**src/rtl/voice_sample_scheduler_pkg.sv**
```systemverilog
// rtl/voice_sample_scheduler_pkg.sv - shared constants and types for the voice sample scheduler
// Purpose: audio format, voice count, timeout and scheduler state encoding
//          shared by the scheduler, its frame divider and the voice bus interface.
// Ports: none (package).
package voice_sample_scheduler_pkg;

  localparam int AUDIO_BIT_WIDTH   = 16;
  localparam int AUDIO_CLOCK_HZ    = 16_934_400;
  localparam int AUDIO_SAMPLE_RATE = 44_100;
  localparam int NUM_VOICES        = 8;
  localparam int VOICE_TIMEOUT     = 32;

  typedef logic signed [AUDIO_BIT_WIDTH-1:0] sample_t;

  typedef enum logic [1:0] {
    IDLE,
    SCAN,
    WAIT,
    OUTPUT
  } sched_state_t;

endpackage

```
**src/rtl/voice_sample_scheduler_if.sv**
```systemverilog
// rtl/voice_sample_scheduler_if.sv - shared voice request/response bus
// Purpose: one-hot request from the scheduler to the voices and the
//          sample/valid response from the requested voice.
// Signals:
//   voice_req    : one-hot request, scheduler -> voices
//   voice_sample : signed sample from the requested voice
//   voice_valid  : voice_sample is valid this cycle
interface voice_sample_scheduler_if;
  import voice_sample_scheduler_pkg::*;

  logic [NUM_VOICES-1:0] voice_req;
  sample_t               voice_sample;
  logic                  voice_valid;

  modport master (
    output voice_req,
    input  voice_sample,
    input  voice_valid
  );

  modport slave (
    input  voice_req,
    output voice_sample,
    output voice_valid
  );

endinterface

```
**src/rtl/voice_sample_scheduler_frame_tick_gen.sv**
```systemverilog
// rtl/voice_sample_scheduler_frame_tick_gen.sv - audio frame divider
// Purpose: counts audio clock cycles 0..TICKS-1 and flags the last one of
//          each frame as the frame start for the scheduler.
// Ports:
//   clock_16_934_400 : audio master clock
//   reset_l          : asynchronous active-low reset
//   frame_start_o    : high for one cycle every TICKS cycles
module voice_sample_scheduler_frame_tick_gen #(
  parameter int TICKS = 384
) (
  input  logic clock_16_934_400,
  input  logic reset_l,
  output logic frame_start_o
);

  localparam int CW = $clog2(TICKS);

  logic [CW-1:0] tick_count_q;
  logic [CW-1:0] tick_count_d;

  assign frame_start_o = (tick_count_q == CW'(TICKS - 1));

  always_comb begin
    tick_count_d = frame_start_o ? '0 : tick_count_q + 1'b1;
  end

  always_ff @(posedge clock_16_934_400 or negedge reset_l) begin
    if (!reset_l) begin
      tick_count_q <= '0;
    end else begin
      tick_count_q <= tick_count_d;
    end
  end

endmodule

```
**src/rtl/voice_sample_scheduler.sv**
```systemverilog
// rtl/voice_sample_scheduler.sv - per-frame voice polling, mixing and saturation for the DAC
// Purpose: once per audio frame, polls each enabled voice over the shared bus,
//          sums the signed samples, shifts and saturates the sum and holds it
//          for the I2S driver until the next frame.
// Ports:
//   clock_16_934_400 : audio master clock
//   reset_l          : asynchronous active-low reset
//   voice_bus        : master side of the shared voice request/response bus
//   voice_active_i   : per-voice enable, latched at frame start
//   master_shift_i   : arithmetic right shift of the sum, latched at frame start
//   status_clear_i   : clears missed_voice_o and frame_overrun_o
//   audio_out_o      : saturated mixed sample, held between frames
//   sample_tick_o    : one-cycle pulse with each audio_out_o update
//   missed_voice_o   : sticky per-voice timeout flags
//   frame_overrun_o  : sticky, frame start seen while a frame was in progress
module voice_sample_scheduler
  import voice_sample_scheduler_pkg::*;
#(
  parameter int TICKS_PER_SAMPLE = AUDIO_CLOCK_HZ / AUDIO_SAMPLE_RATE,
  parameter int TIMEOUT          = VOICE_TIMEOUT
) (
  input  logic                    clock_16_934_400,
  input  logic                    reset_l,
  voice_sample_scheduler_if.master voice_bus,
  input  logic [NUM_VOICES-1:0]   voice_active_i,
  input  logic [2:0]              master_shift_i,
  input  logic                    status_clear_i,
  output sample_t                 audio_out_o,
  output logic                    sample_tick_o,
  output logic [NUM_VOICES-1:0]   missed_voice_o,
  output logic                    frame_overrun_o
);

  localparam int VI_W  = $clog2(NUM_VOICES);
  localparam int IDX_W = $clog2(NUM_VOICES + 1);
  localparam int WC_W  = $clog2(TIMEOUT);
  // Wide enough that NUM_VOICES full-scale samples never wrap.
  localparam int ACC_W = AUDIO_BIT_WIDTH + VI_W;

  localparam sample_t SAMPLE_MAX = {1'b0, {(AUDIO_BIT_WIDTH-1){1'b1}}};
  localparam sample_t SAMPLE_MIN = {1'b1, {(AUDIO_BIT_WIDTH-1){1'b0}}};

  logic frame_start;

  sched_state_t            state_q, state_d;
  logic [IDX_W-1:0]        idx_q, idx_d;
  logic [WC_W-1:0]         wait_cnt_q, wait_cnt_d;
  logic [NUM_VOICES-1:0]   active_mask_q, active_mask_d;
  logic [2:0]              shift_q, shift_d;
  logic signed [ACC_W-1:0] acc_q, acc_d;
  logic [NUM_VOICES-1:0]   voice_req_q, voice_req_d;
  sample_t                 audio_out_q, audio_out_d;
  logic                    sample_tick_q, sample_tick_d;
  logic [NUM_VOICES-1:0]   missed_q, missed_d;
  logic                    overrun_q, overrun_d;

  logic signed [ACC_W-1:0]         acc_shifted;
  logic [ACC_W-AUDIO_BIT_WIDTH:0]  acc_top;
  sample_t                         acc_sat;

  voice_sample_scheduler_frame_tick_gen #(
    .TICKS (TICKS_PER_SAMPLE)
  ) u_frame_tick (
    .clock_16_934_400 (clock_16_934_400),
    .reset_l          (reset_l),
    .frame_start_o    (frame_start)
  );

  // The shifted sum fits the output only when every bit above the output
  // sign bit agrees with it; otherwise clip toward the sign of the sum.
  assign acc_shifted = acc_q >>> shift_q;
  assign acc_top     = acc_shifted[ACC_W-1:AUDIO_BIT_WIDTH-1];

  always_comb begin
    acc_sat = acc_shifted[AUDIO_BIT_WIDTH-1:0];
    if (acc_top != '0 && acc_top != '1) begin
      acc_sat = acc_shifted[ACC_W-1] ? SAMPLE_MIN : SAMPLE_MAX;
    end
  end

  always_comb begin
    state_d       = state_q;
    idx_d         = idx_q;
    wait_cnt_d    = wait_cnt_q;
    active_mask_d = active_mask_q;
    shift_d       = shift_q;
    acc_d         = acc_q;
    voice_req_d   = voice_req_q;
    audio_out_d   = audio_out_q;
    sample_tick_d = 1'b0;
    // Clear first so that a set in the same cycle takes priority.
    missed_d      = status_clear_i ? '0 : missed_q;
    overrun_d     = status_clear_i ? 1'b0 : overrun_q;

    // A frame start during a frame is flagged and otherwise dropped.
    if (frame_start && state_q != IDLE) begin
      overrun_d = 1'b1;
    end

    case (state_q)
      IDLE: begin
        if (frame_start) begin
          active_mask_d = voice_active_i;
          shift_d       = master_shift_i;
          acc_d         = '0;
          idx_d         = '0;
          state_d       = SCAN;
        end
      end
      SCAN: begin
        if (idx_q == IDX_W'(NUM_VOICES)) begin
          state_d = OUTPUT;
        end else if (active_mask_q[idx_q[VI_W-1:0]]) begin
          voice_req_d = {{(NUM_VOICES-1){1'b0}}, 1'b1} << idx_q[VI_W-1:0];
          wait_cnt_d  = '0;
          state_d     = WAIT;
        end else begin
          idx_d = idx_q + 1'b1;
        end
      end
      WAIT: begin
        if (voice_bus.voice_valid) begin
          acc_d = acc_q + {{(ACC_W-AUDIO_BIT_WIDTH){voice_bus.voice_sample[AUDIO_BIT_WIDTH-1]}},
                           voice_bus.voice_sample};
          voice_req_d = '0;
          idx_d       = idx_q + 1'b1;
          state_d     = SCAN;
        end else if (wait_cnt_q == WC_W'(TIMEOUT - 1)) begin
          missed_d[idx_q[VI_W-1:0]] = 1'b1;
          voice_req_d = '0;
          idx_d       = idx_q + 1'b1;
          state_d     = SCAN;
        end else begin
          wait_cnt_d = wait_cnt_q + 1'b1;
        end
      end
      OUTPUT: begin
        audio_out_d   = acc_sat;
        sample_tick_d = 1'b1;
        state_d       = IDLE;
      end
      default: begin
        state_d = IDLE;
      end
    endcase
  end

  always_ff @(posedge clock_16_934_400 or negedge reset_l) begin
    if (!reset_l) begin
      state_q       <= IDLE;
      idx_q         <= '0;
      wait_cnt_q    <= '0;
      active_mask_q <= '0;
      shift_q       <= '0;
      acc_q         <= '0;
      voice_req_q   <= '0;
      audio_out_q   <= '0;
      sample_tick_q <= 1'b0;
      missed_q      <= '0;
      overrun_q     <= 1'b0;
    end else begin
      state_q       <= state_d;
      idx_q         <= idx_d;
      wait_cnt_q    <= wait_cnt_d;
      active_mask_q <= active_mask_d;
      shift_q       <= shift_d;
      acc_q         <= acc_d;
      voice_req_q   <= voice_req_d;
      audio_out_q   <= audio_out_d;
      sample_tick_q <= sample_tick_d;
      missed_q      <= missed_d;
      overrun_q     <= overrun_d;
    end
  end

  assign voice_bus.voice_req = voice_req_q;
  assign audio_out_o         = audio_out_q;
  assign sample_tick_o       = sample_tick_q;
  assign missed_voice_o      = missed_q;
  assign frame_overrun_o     = overrun_q;

endmodule

```
**src/flat_wrapper.sv**
```systemverilog
// flat-port wrapper written by rule: the top's interface ports become plain ports
module voice_sample_scheduler_flat import voice_sample_scheduler_pkg::*;
#(
  parameter int TICKS_PER_SAMPLE = AUDIO_CLOCK_HZ / AUDIO_SAMPLE_RATE,
  parameter int TIMEOUT          = VOICE_TIMEOUT
)
  (clock_16_934_400, reset_l, voice_active_i, master_shift_i, status_clear_i, audio_out_o, sample_tick_o, missed_voice_o, frame_overrun_o, voice_bus_voice_req, voice_bus_voice_sample, voice_bus_voice_valid);
  voice_sample_scheduler_if voice_bus_i ();
  input  logic clock_16_934_400;
  input  logic reset_l;
  input  logic [NUM_VOICES-1:0] voice_active_i;
  input  logic [2:0] master_shift_i;
  input  logic status_clear_i;
  output sample_t audio_out_o;
  output logic sample_tick_o;
  output logic [NUM_VOICES-1:0] missed_voice_o;
  output logic frame_overrun_o;
  output wire logic [$bits(voice_bus_i.voice_req)-1:0] voice_bus_voice_req;
  input wire logic [$bits(voice_bus_i.voice_sample)-1:0] voice_bus_voice_sample;
  input wire logic [$bits(voice_bus_i.voice_valid)-1:0] voice_bus_voice_valid;
  assign voice_bus_voice_req = voice_bus_i.voice_req;
  assign voice_bus_i.voice_sample = voice_bus_voice_sample;
  assign voice_bus_i.voice_valid = voice_bus_voice_valid;
  voice_sample_scheduler #(.TICKS_PER_SAMPLE(TICKS_PER_SAMPLE), .TIMEOUT(TIMEOUT)) u_core (.clock_16_934_400(clock_16_934_400), .reset_l(reset_l), .voice_bus(voice_bus_i), .voice_active_i(voice_active_i), .master_shift_i(master_shift_i), .status_clear_i(status_clear_i), .audio_out_o(audio_out_o), .sample_tick_o(sample_tick_o), .missed_voice_o(missed_voice_o), .frame_overrun_o(frame_overrun_o));
endmodule
```
**config.mk**
```make
export PLATFORM = sky130hd
export DESIGN_NAME = voice_sample_scheduler_flat
export DESIGN_NICKNAME = d
export VERILOG_FILES = /design/src/rtl/voice_sample_scheduler_pkg.sv /design/src/rtl/voice_sample_scheduler_if.sv /design/src/rtl/voice_sample_scheduler_frame_tick_gen.sv /design/src/rtl/voice_sample_scheduler.sv /design/src/flat_wrapper.sv
export SDC_FILE = /design/constraint.sdc
export NUM_CORES = 1
export LEC_CHECK = 0
export BUFFER_PORTS_ARGS = -buffer_cell sky130_fd_sc_hd__buf_2
export CAP_MARGIN = 40
export CORE_MARGIN = 5
export CORE_UTILIZATION = 40
export CTS_CLUSTER_DIAMETER = 150
export DETAILED_ROUTE_END_ITERATION = 7
export GPL_TIMING_DRIVEN = 0
export RECOVER_POWER = 25
export SLEW_MARGIN = 20
export SYNTH_ARGS = -nofsm -noshare
export SYNTH_HDL_FRONTEND = slang
export SYNTH_SLANG_ARGS = --single-unit
export TNS_END_PERCENT = 10
```
**constraint.sdc**
```tcl
create_clock -name clock_16_934_400 -period 3 [get_ports clock_16_934_400]
set_input_delay 0.6 -clock clock_16_934_400 [delete_from_list [all_inputs] [get_ports clock_16_934_400]]
set_output_delay 0.6 -clock clock_16_934_400 [all_outputs]
set_load 0.1 [all_outputs]
```
==> run_results.csv, run 1 <==
group,metric,value,unit
outcome,run_status,"complete, no violations",
sta,slew_headroom,0.0482,
setup_path,worst_setup_path_end_kind,"register",
placed_design,placedCellCount,752,
setup_path,crit_path_max_incr_delay,440,ps
sta,finalCritPeriodShare,0.866,
synth,ys_seq_elements,84,
synth,synthesis.nets,579,
die,die-area,0.0155,mm²
cells_and_area,drive_above_1_share,0.218,
setup_path,r2r_slack,400,ps
synth,yosysUniqueCellTypes,58,
synth,synth_ff_type,"dfrtp_1",
detailed_routing,first_pass_iters,5,
global_routing,grt_pass1_wl,21.2,mm
detailed_routing,via_per_inst,5.53,
sta,clock_skew,3.48,ps
cells_and_area,area_growth,16.6,%
synth,ys_seq_area_frac,0.402,
global_routing,grt.total_usage,0.164,
setup_path,path_cells,"ha_1 > fa_1 > a211oi_1 > o21ai_0 > a21oi_1 > o21ai_0 > xor2_1 > a22o_1",
clock_network,cts_max_path_buffers,2,
die,die_h,124,µm
die,start_util,0.411,
detailed_routing,wl,12.4,mm
clock_network,cts_tree,"yes",
detailed_routing,drtIter0Drc,310,
synth,synth-edff-count,0,
clock_network,post_cts_resized,0,
sta,maxSlewViolCount,0,
power_and_ir_drop,power_per_cell_area,454,mW/mm²
global_routing,antenna_found_initial,0,
synth,syn_area,0.00523,mm²
synth,synthCells,516,
power_and_ir_drop,p_leak,0.00278,µW
synth,synthArstFlopShare,1.00,
global_routing,grt_overflow_total,0,
clock_network,cts-root-buf,"clkbuf_16",
sta,finalHoldViolCount,0,
clock_network,ctsHoldBuffers,0,
clock_network,clkSinkCount,84,
detailed_routing,num_vias,4246,
sta,rsz0062_at_grt,"false",
placed_design,dp_worst_setup_slack,87.1,ps
die,rows,41,
setup_path,path_class,"register to register",
clock_network,clkTransAtPathRegs,60,ps
global_routing,grt_max_degree,59,
cells_and_area,finalNonFillerCells,768,
flow_run,maxCapViolations,0,
sta,worst_slew_pin_slew,1430,ps
sta,finalWorstSetupSlack,402,ps
sta,whs,464,ps
power_and_ir_drop,ir_drop,0.264,mV
setup_path,crit_family,"compound AO/OA/AOI/OAI gates",
synth,avgSynthCellArea,10.1,µm²
hold_path,hold_class,"register to register",
global_routing,grt_pass1_vias,4242,
detailed_routing,wl_per_cell,16.2,µm
setup_path,worstPathArrival,2820,ps
cells_and_area,fin_nets,654,
clock_network,cts_buffers,9,
setup_path,critPathBufInv,0,
setup_path,start_kind,"register",
sta,max_freq,385,MHz
placed_design,place_congestion,0.844,
synth,yosys_warnings,0,
placed_design,hpwl,9.58,mm
sta,totalNegativeSetupSlack,0,ps
setup_path,cp_slowest_cell,"fa_1",
die,coreArea,0.0127,mm²
cells_and_area,layout_commonest_cell,"dfrtp_1",
setup_path,critPathRequiredTime,3230,ps
sta,setup-violations-final,0,
setup_path,critPathMaxFanout,3,
placed_design,post_dp_cell_area,0.00579,mm²
cells_and_area,post-route-cell-area,0.00610,mm²
setup_path,worst_path_most_repeated_cell,"o21ai_0",
die,ios,65,
clock_network,cts_setup_buffers,0,
die,die_x,124,µm
sta,min_period,2600,ps
clock_network,cts_max_level,3,
cells_and_area,fillers,1243,
clock_network,insertion_delay,340,ps
detailed_routing,antenna_left,0,
detailed_routing,drc,0,
cells_and_area,num_antenna_cells,0,
placed_design,portBuffers,63,
cells_and_area,layout_common_cells,"84 x dfrtp_1, 66 x buf_2, 40 x nor2_1, 34 x nand2_1, 33 x o21ai_0",
==> worst reg2reg max path, cell delays in order, from the launching register on <==
cell	delay (ps)
dfrtp_1	400
ha_1	230
fa_1	440
a211oi_1	320
o21ai_0	210
a21oi_1	310
o21ai_0	190
xor2_1	170
a22o_1	220
==> cells by family after synthesis <==
logic type,share of synthesized area
buf+inv,0.0505
simple gates,0.119
compound gates,0.209
flops,0.402
xor+xnor,0.0302
fa+ha+maj,0.0780
mux,0.111
==> synth_stat cells, types with 11 or more instances <==
master	n	area (µm²)
mux2_2	15	169
mux4_2	17	383
nand3_1	22	110
clkbuf_1	17	63.8
ha_1	31	388
a21o_1	11	82.6
dfrtp_1	84	2100
a221oi_1	17	149
nor2_1	40	150
inv_1	31	116
nand2_1	34	128
o21ai_0	33	165
a22o_1	12	105
a21oi_1	30	150
==> flip-flops by register name (all words and copies together), names as in the netlist <==
register and flops:
u_core.shift_q 3, u_core.frame_overrun_o 1, u_core.active_mask_q 8, u_core.state_q 2, u_core.wait_cnt_q 5, u_core.voice_bus.voice_req 8
u_core.u_frame_tick.tick_count_q 9, u_core.acc_q 19, u_core.missed_voice_o 8, u_core.idx_q 4, u_core.sample_tick_o 1, u_core.audio_out_o 16
==> through the flow <==
step | power [µW] | util
final | 2770 | 0.479
after global routing | 2890 | 0.479
after CTS | 2810 | 0.481
after detailed placement | 1550 | 0.455
after global placement | 1540 | 0.453
after floorplan | 1440 | -
==> area by class of cell <==
cell class,count,area (µm²),share of cell area
Buffer,30,148,0.0242
Tap cell,172,215,0.0353
Inverter,31,116,0.0191
Sequential cell,84,2100,0.345
Multi-Input combinational cell,371,2860,0.469
Clock buffer,11,233,0.0382
Timing Repair Buffer,64,322,0.0527
Clock inverter,5,100,0.0164
==> final timing paths <==
path / start / end / cells past startpoint
max reg2reg: u_core.acc_q[0] / u_core.acc_q[12] / 8
min: u_core.u_frame_tick.tick_count_q[0] / u_core.u_frame_tick.tick_count_q[0] / 1
min reg2reg: u_core.u_frame_tick.tick_count_q[0] / u_core.u_frame_tick.tick_count_q[0] / 1
max: u_core.acc_q[0] / u_core.acc_q[12] / 8
max in group asynchronous: reset_l / u_core.state_q[1] / 2
min in group asynchronous: reset_l / u_core.audio_out_o[10] / 1
==> report_power, final <==
group | switching (µW) | internal (µW)
combinational | 196 | 152
sequential | 26.8 | 1150
clock | 432 | 811
total | 654 | 2110
==> per-layer routing <==
metal  vias to the layer above  routed length (µm)  global-route usage
met5                         -                   0                   0
met4                         0                 142              0.0496
met3                        12                 387              0.0330
met2                        83                5830               0.258
met1                      2075                6060               0.229
li1                       2076                   -                   -
(Power assumes the default switching activity.)
==> run 2: changes to the inputs <==
--- a/config.mk
+++ b/config.mk
@@ -9,6 +9,7 @@
 export CAP_MARGIN = 40
 export CORE_MARGIN = 5
 export CORE_UTILIZATION = 40
+export CTS_BUF_LIST = sky130_fd_sc_hd__clkbuf_8
 export CTS_CLUSTER_DIAMETER = 150
 export DETAILED_ROUTE_END_ITERATION = 7
 export GPL_TIMING_DRIVEN = 0
==> run 2 against run 1 <==
Compared with the run above:
- final cell count unchanged
- fmax decreased by 0.17%
- count of clock-buffer cells in the layout decreased by 2
- clock power decreased by 24%
- sequential share of layout area increased by 0.58 points
- highest routed layer unchanged
- clock skew increased by 3.8 ps
- largest cell class unchanged
- wire length decreased by 0.42%
- worst hold slack improved by 1.7 ps
- total power decreased by 11%
- register-to-register slack about the same
==> run_results.csv, run 2 (synthesis results as in run 1) <==
group,metric,value,unit
outcome,run_status,"complete, no violations",
die,die-area,0.0155,mm²
die,coreArea,0.0127,mm²
cells_and_area,finish.utilization,0.471,
die,ios,65,
setup_path,crit_start,"u_core.acc_q[0]",
detailed_routing,via_per_inst,5.52,
sta,clock_skew,7.28,ps
clock_network,clkSinkCount,84,
placed_design,portBuffers,63,
sta,worst_slew_pin_slew,1440,ps
setup_path,worst_setup_path_end_kind,"register",
die,die_x,124,µm
cells_and_area,layout_common_cells,"84 x dfrtp_1, 66 x buf_2, 40 x nor2_1, 34 x nand2_1",
clock_network,post_cts_resized,0,
sta,totalNegativeSetupSlack,0,ps
cells_and_area,fin_nets,654,
global_routing,grt_max_degree,59,
detailed_routing,antenna_left,0,
cells_and_area,area_growth,14.7,%
clock_network,cts-root-buf,"clkbuf_8",
sta,rsz0062_at_grt,"false",
global_routing,antenna_found_initial,0,
sta,min_period,2600,ps
hold_path,worstHoldStart,"u_core.u_frame_tick.tick_count_q[0]",
global_routing,grt_pass1_vias,4190,
setup_path,r2r_start,"u_core.acc_q[0]",
setup_path,cp_slowest_cell,"fa_1",
clock_network,cts_max_level,3,
clock_network,ctsHoldBuffers,0,
sta,max_freq,384,MHz
clock_network,cts_max_path_buffers,2,
sta,slew_headroom,0.0429,
sta,setup-violations-final,0,
setup_path,crit_path_max_incr_delay,430,ps
clock_network,cts_setup_buffers,0,
power_and_ir_drop,p_leak,0.00274,µW
global_routing,grt_pass1_wl,21.1,mm
placed_design,place_congestion,0.844,
cells_and_area,drive_above_1_share,0.218,
placed_design,hpwl,9.58,mm
flow_run,maxCapViolations,0,
die,start_util,0.411,
clock_network,cts_tree,"yes",
cells_and_area,largest_reg_flops,19,
sta,maxSlewViolCount,0,
global_routing,grt.total_usage,0.163,
detailed_routing,wl_per_cell,16.1,µm
detailed_routing,wl,12.4,mm
global_routing,grt_overflow_total,0,
setup_path,critPathRequiredTime,3240,ps
cells_and_area,fillers,1258,
sta,finalCritPeriodShare,0.867,
cells_and_area,layout_commonest_cell,"dfrtp_1",
detailed_routing,drc,0,
power_and_ir_drop,power_per_cell_area,411,mW/mm²
setup_path,path_cells,"ha_1 > fa_1 > a211oi_1 > o21ai_0 > a21oi_1 > o21ai_0 > xor2_1 > a22o_1",
clock_network,insertion_delay,360,ps
detailed_routing,drtIter0Drc,295,
cells_and_area,regMostFlops,"u_core.acc_q",
detailed_routing,first_pass_iters,4,
power_and_ir_drop,ir_drop,0.273,mV
cells_and_area,seqCellArea,0.00210,mm²
setup_path,critPathMaxFanout,3,
hold_path,hold_class,"register to register",
setup_path,worstPathArrival,2850,ps
cells_and_area,multi_input_comb_area,0.00286,mm²
setup_path,start_kind,"register",
cells_and_area,num_antenna_cells,0,
clock_network,clkTransAtPathRegs,80,ps
clock_network,cts_buffers,9,
die,die_h,124,µm
sta,finalHoldViolCount,0,
die,rows,41,
detailed_routing,num_vias,4238,
setup_path,path_class,"register to register",
setup_path,worst_path_most_repeated_cell,"o21ai_0",
run 2: cell types whose count changed in the layout (fill, tap and decap cells not counted):
cell       delta
inv_1         +2
clkbuf_1      -2
clkbuf_16     -9
clkbuf_8      +9
run 2: worst paths after layout:
path	endpoint	slack [ps]	cells past startpoint
hold / removal	u_core.u_frame_tick.tick_count_q[0]	470	1
min in group asynchronous	u_core.audio_out_o[10]	570	1
setup / recovery	u_core.acc_q[12]	400	8
setup reg to reg	u_core.acc_q[12]	400	8
hold reg to reg	u_core.u_frame_tick.tick_count_q[0]	470	1
max in group asynchronous	u_core.u_frame_tick.tick_count_q[4]	840	2
run 2: layout make-up:
cell class / count / share of cell area
Sequential cell: 84 / 0.351
Multi-Input combinational cell: 371 / 0.477
Tap cell: 172 / 0.0359
Clock buffer: 9 / 0.0207
Clock inverter: 7 / 0.0179
Timing Repair Buffer: 64 / 0.0536
Inverter: 31 / 0.0194
Buffer: 30 / 0.0246
run 2: stage by stage:
| step | area, µm² | total power, µW | setup WS (ps) | hold WS (ps) | cells |
|---|---|---|---|---|---|
| finish | 6000 | 2460 | 398 | 466 | 768 |
| global route | 6000 | 2590 | 258 | 440 | 768 |
| CTS | 6020 | 2490 | 387 | 156 | 768 |
| detailed placement | 5790 | 1550 | 87.1 | 458 | 752 |
| global placement | 5760 | 1540 | 76.3 | 447 | 751 |
| floorplan | 5230 | 1440 | 461 | 304 | 516 |
run 2: layer usage:
metal / vias up / wire length, µm / GRT usage
met5: - / 0 / 0
met4: 0 / 162 / 0.0458
met3: 11 / 387 / 0.0317
met2: 83 / 5760 / 0.256
met1: 2071 / 6060 / 0.231
li1: 2073 / - / -
run 2: power breakdown:
| group | total [µW] | leakage (µW) | switching [µW] | internal, µW |
|---|---|---|---|---|
| Clock | 937 | 0.000126 | 393 | 544 |
| Sequential | 1180 | 0.00110 | 27.1 | 1150 |
| Combinational | 348 | 0.00152 | 196 | 152 |
| Total | 2460 | 0.00274 | 615 | 1850 |
run 2: critical path: cells and delay by family, from the launching register on:
kind / cells / cell delay, ps
adder cells (fa/ha/maj): 2 / 660
flip-flops: 1 / 410
AO/OA/AOI/OAI: 5 / 1240
XOR/XNOR: 1 / 170
==> run 3: changes to the inputs <==
--- a/config.mk
+++ b/config.mk
@@ -13,6 +13,7 @@
 export CTS_CLUSTER_DIAMETER = 150
 export DETAILED_ROUTE_END_ITERATION = 7
 export GPL_TIMING_DRIVEN = 0
+export PLACE_DENSITY = 0.58
 export RECOVER_POWER = 25
 export SLEW_MARGIN = 20
 export SYNTH_ARGS = -nofsm -noshare
==> constraint.sdc (replaced) <==
create_clock -name clock_16_934_400 -period 2.7 [get_ports clock_16_934_400]
set_input_delay 0.54 -clock clock_16_934_400 [delete_from_list [all_inputs] [get_ports clock_16_934_400]]
set_output_delay 0.54 -clock clock_16_934_400 [all_outputs]
set_load 0.1 [all_outputs]
==> run 3 against run 2 <==
Compared with the run above:
- the flow now finishes with violations (max-capacitance violations, max-slew violations)
- non-clock buffer count unchanged
- clock power increased by 24%
- setup slack lost 280 ps
- sequential share of layout area fell by 0.30 points
- design area up 0.88%
- final cell count shrank 0.13%
==> run_results.csv, run 3 (synthesis results as in run 1) <==
group,metric,value,unit
clock_network,cts-root-buf,"clkbuf_8",
setup_path,crit_path_max_incr_delay,470,ps
hold_path,worstHoldStart,"voice_active_i[4]",
global_routing,grt_overflow_total,0,
global_routing,grt_max_degree,53,
sta,maxSlewViolCount,33,
power_and_ir_drop,ir_drop,0.234,mV
detailed_routing,drc,0,
detailed_routing,antenna_left,0,
cells_and_area,fin_nets,654,
cells_and_area,finish.utilization,0.476,
setup_path,path_cells,"ha_1 > a21o_1 > and4_1 > or3_1 > a211oi_1 > xnor2_1 > a22o_1",
cells_and_area,layout_common_cells,"84 x dfrtp_1, 66 x buf_2, 40 x nor2_1, 34 x nand2_1, 32 x o21ai_0",
cells_and_area,fillers,1262,
placed_design,post_dp_cell_area,0.00579,mm²
cells_and_area,area_growth,15.7,%
sta,finalHoldViolCount,0,
cells_and_area,layout_commonest_cell,"dfrtp_1",
placed_design,dp_worst_setup_slack,-175,ps
setup_path,r2r_start,"u_core.acc_q[3]",
setup_path,worst_setup_path_end_kind,"register",
placed_design,place_congestion,0.835,
clock_network,cts_tree,"yes",
global_routing,grt_pass1_vias,4183,
sta,setup-violations-final,0,
die,die_h,124,µm
flow_run,maxCapViolations,1,
clock_network,cts_max_path_buffers,2,
setup_path,worstPathArrival,2830,ps
detailed_routing,wl,12.3,mm
placed_design,placedCellCount,752,
sta,clock_skew,11.6,ps
sta,slew_headroom,-0.249,
sta,worst_slew_pin_slew,1870,ps
detailed_routing,via_per_inst,5.50,
die,coreArea,0.0127,mm²
cells_and_area,largest_reg_flops,19,
clock_network,ctsHoldBuffers,0,
outcome,run_status,"finished with violations",
setup_path,r2r_slack,120,ps
setup_path,r2r_cells,7,
detailed_routing,num_vias,4217,
power_and_ir_drop,p_leak,0.00275,µW
clock_network,cts_buffers,9,
sta,rsz0062_at_grt,"false",
setup_path,critPathRequiredTime,2950,ps
die,ios,65,
die,die_x,124,µm
die,rows,41,
clock_network,cts_max_level,3,
clock_network,cts_setup_buffers,0,
power_and_ir_drop,p_total,2870,µW
global_routing,antenna_found_initial,0,
outcome,violations,"max-capacitance violations, max-slew violations",
cells_and_area,post-route-cell-area,0.00605,mm²
clock_network,insertion_delay,370,ps
setup_path,start_kind,"register",
die,start_util,0.411,
detailed_routing,wl_per_cell,16.1,µm
sta,finalWorstSetupSlack,121,ps
sta,min_period,2580,ps
setup_path,timing.rr.end,"u_core.acc_q[17]",
global_routing,grt.total_usage,0.163,
hold_path,hold_class,"input pin to register",
setup_path,path_class,"register to register",
clock_network,clkTransAtPathRegs,90,ps
detailed_routing,first_pass_iters,4,
cells_and_area,num_antenna_cells,0,
hold_path,hold_depth,2,
cells_and_area,finalNonFillerCells,767,
placed_design,portBuffers,63,
detailed_routing,drtIter0Drc,297,
cells_and_area,regMostFlops,"u_core.acc_q",
sta,max_freq,388,MHz
hold_path,hold-path-endpoint,"u_core.active_mask_q[4]",
die,die-area,0.0155,mm²
global_routing,grt_pass1_wl,21.1,mm
placed_design,hpwl,9.46,mm
setup_path,critPathMaxFanout,6,
setup_path,cp_slowest_cell,"dfrtp_1",
cells_and_area,drive_above_1_share,0.222,
clock_network,clkSinkCount,84,
sta,finalCritPeriodShare,0.955,
power_and_ir_drop,power_per_cell_area,474,mW/mm²
==> run 3: cell count changes in the layout (fill, tap and decap cells not counted) <==
cell        change
clkinv_2        -2
inv_1           -2
a21oi_1         -1
clkbuf_4        -1
o21ai_1         +1
o21ai_0         -1
a21oi_2         +1
buf_16          +1
bufinv_16       +1
clkinvlp_4      +1
inv_6           +1
==> run 3: worst max-delay path: cells and delay by family (launching register included) <==
| family | cells | cell delay, ps |
|---|---|---|
| xor+xnor | 1 | 130 |
| flops | 1 | 470 |
| compound gates | 3 | 830 |
| fa+ha+maj | 1 | 390 |
| simple gates | 2 | 650 |
==> run 3: layout make-up <==
cell class / instances / area (µm²) / share of cell area
plain buffers: 30 / 148 / 0.0244
flip-flops and latches: 84 / 2100 / 0.347
clock buffers: 9 / 124 / 0.0205
clock inverters: 6 / 136 / 0.0225
repair buffers: 64 / 342 / 0.0565
well taps: 172 / 215 / 0.0356
multi-input cells: 371 / 2870 / 0.474
inverters: 31 / 116 / 0.0192
==> run 3: timing repair <==
item,in CTS,in global routing
endpoints found under the setup margin,0,3
resized for setup,0,2
hold endpoints to repair,0,0
==> run 3: metrics by stage <==
step           TNS [ps]  hold WS [ps]
2_1_floorplan         0           244
3_3_place_gp       -571           446
3_5_place_dp       -593           459
4_1_cts               0           126
5_1_grt               0           391
6_report              0           397
==> run 3: per-layer routing <==
metal  vias to the layer above  part of all wire  GRT usage
met1                      2050              0.52      0.247
met4                         0             0.010     0.0451
met3                        11             0.034     0.0292
li1                       2075                 -          -
met5                         -                 0          0
met2                        81              0.43      0.238
==> run 3: how the worst max path moves through the flow <==
stage                                         start  slack, ps  cells past startpoint                to
after CTS                           u_core.acc_q[0]         60                      8  u_core.acc_q[12]
after detailed placement  voice_bus_voice_sample[0]       -180                      9  u_core.acc_q[12]
final                               u_core.acc_q[3]        120                      7  u_core.acc_q[17]
after global routing                u_core.acc_q[0]         20                      8  u_core.acc_q[16]
after global placement    voice_bus_voice_sample[0]       -180                      9  u_core.acc_q[12]
after floorplan           voice_bus_voice_sample[0]        220                      8   u_core.acc_q[8]
==> run 3: power breakdown <==
| part | switching, µW | internal, µW | total [µW] | leakage (µW) |
|---|---|---|---|---|
| combinational | 223 | 173 | 396 | 0.00153 |
| clock | 458 | 706 | 1160 | 0.000126 |
| sequential | 29.2 | 1280 | 1310 | 0.00110 |
| total | 710 | 2160 | 2870 | 0.00275 |
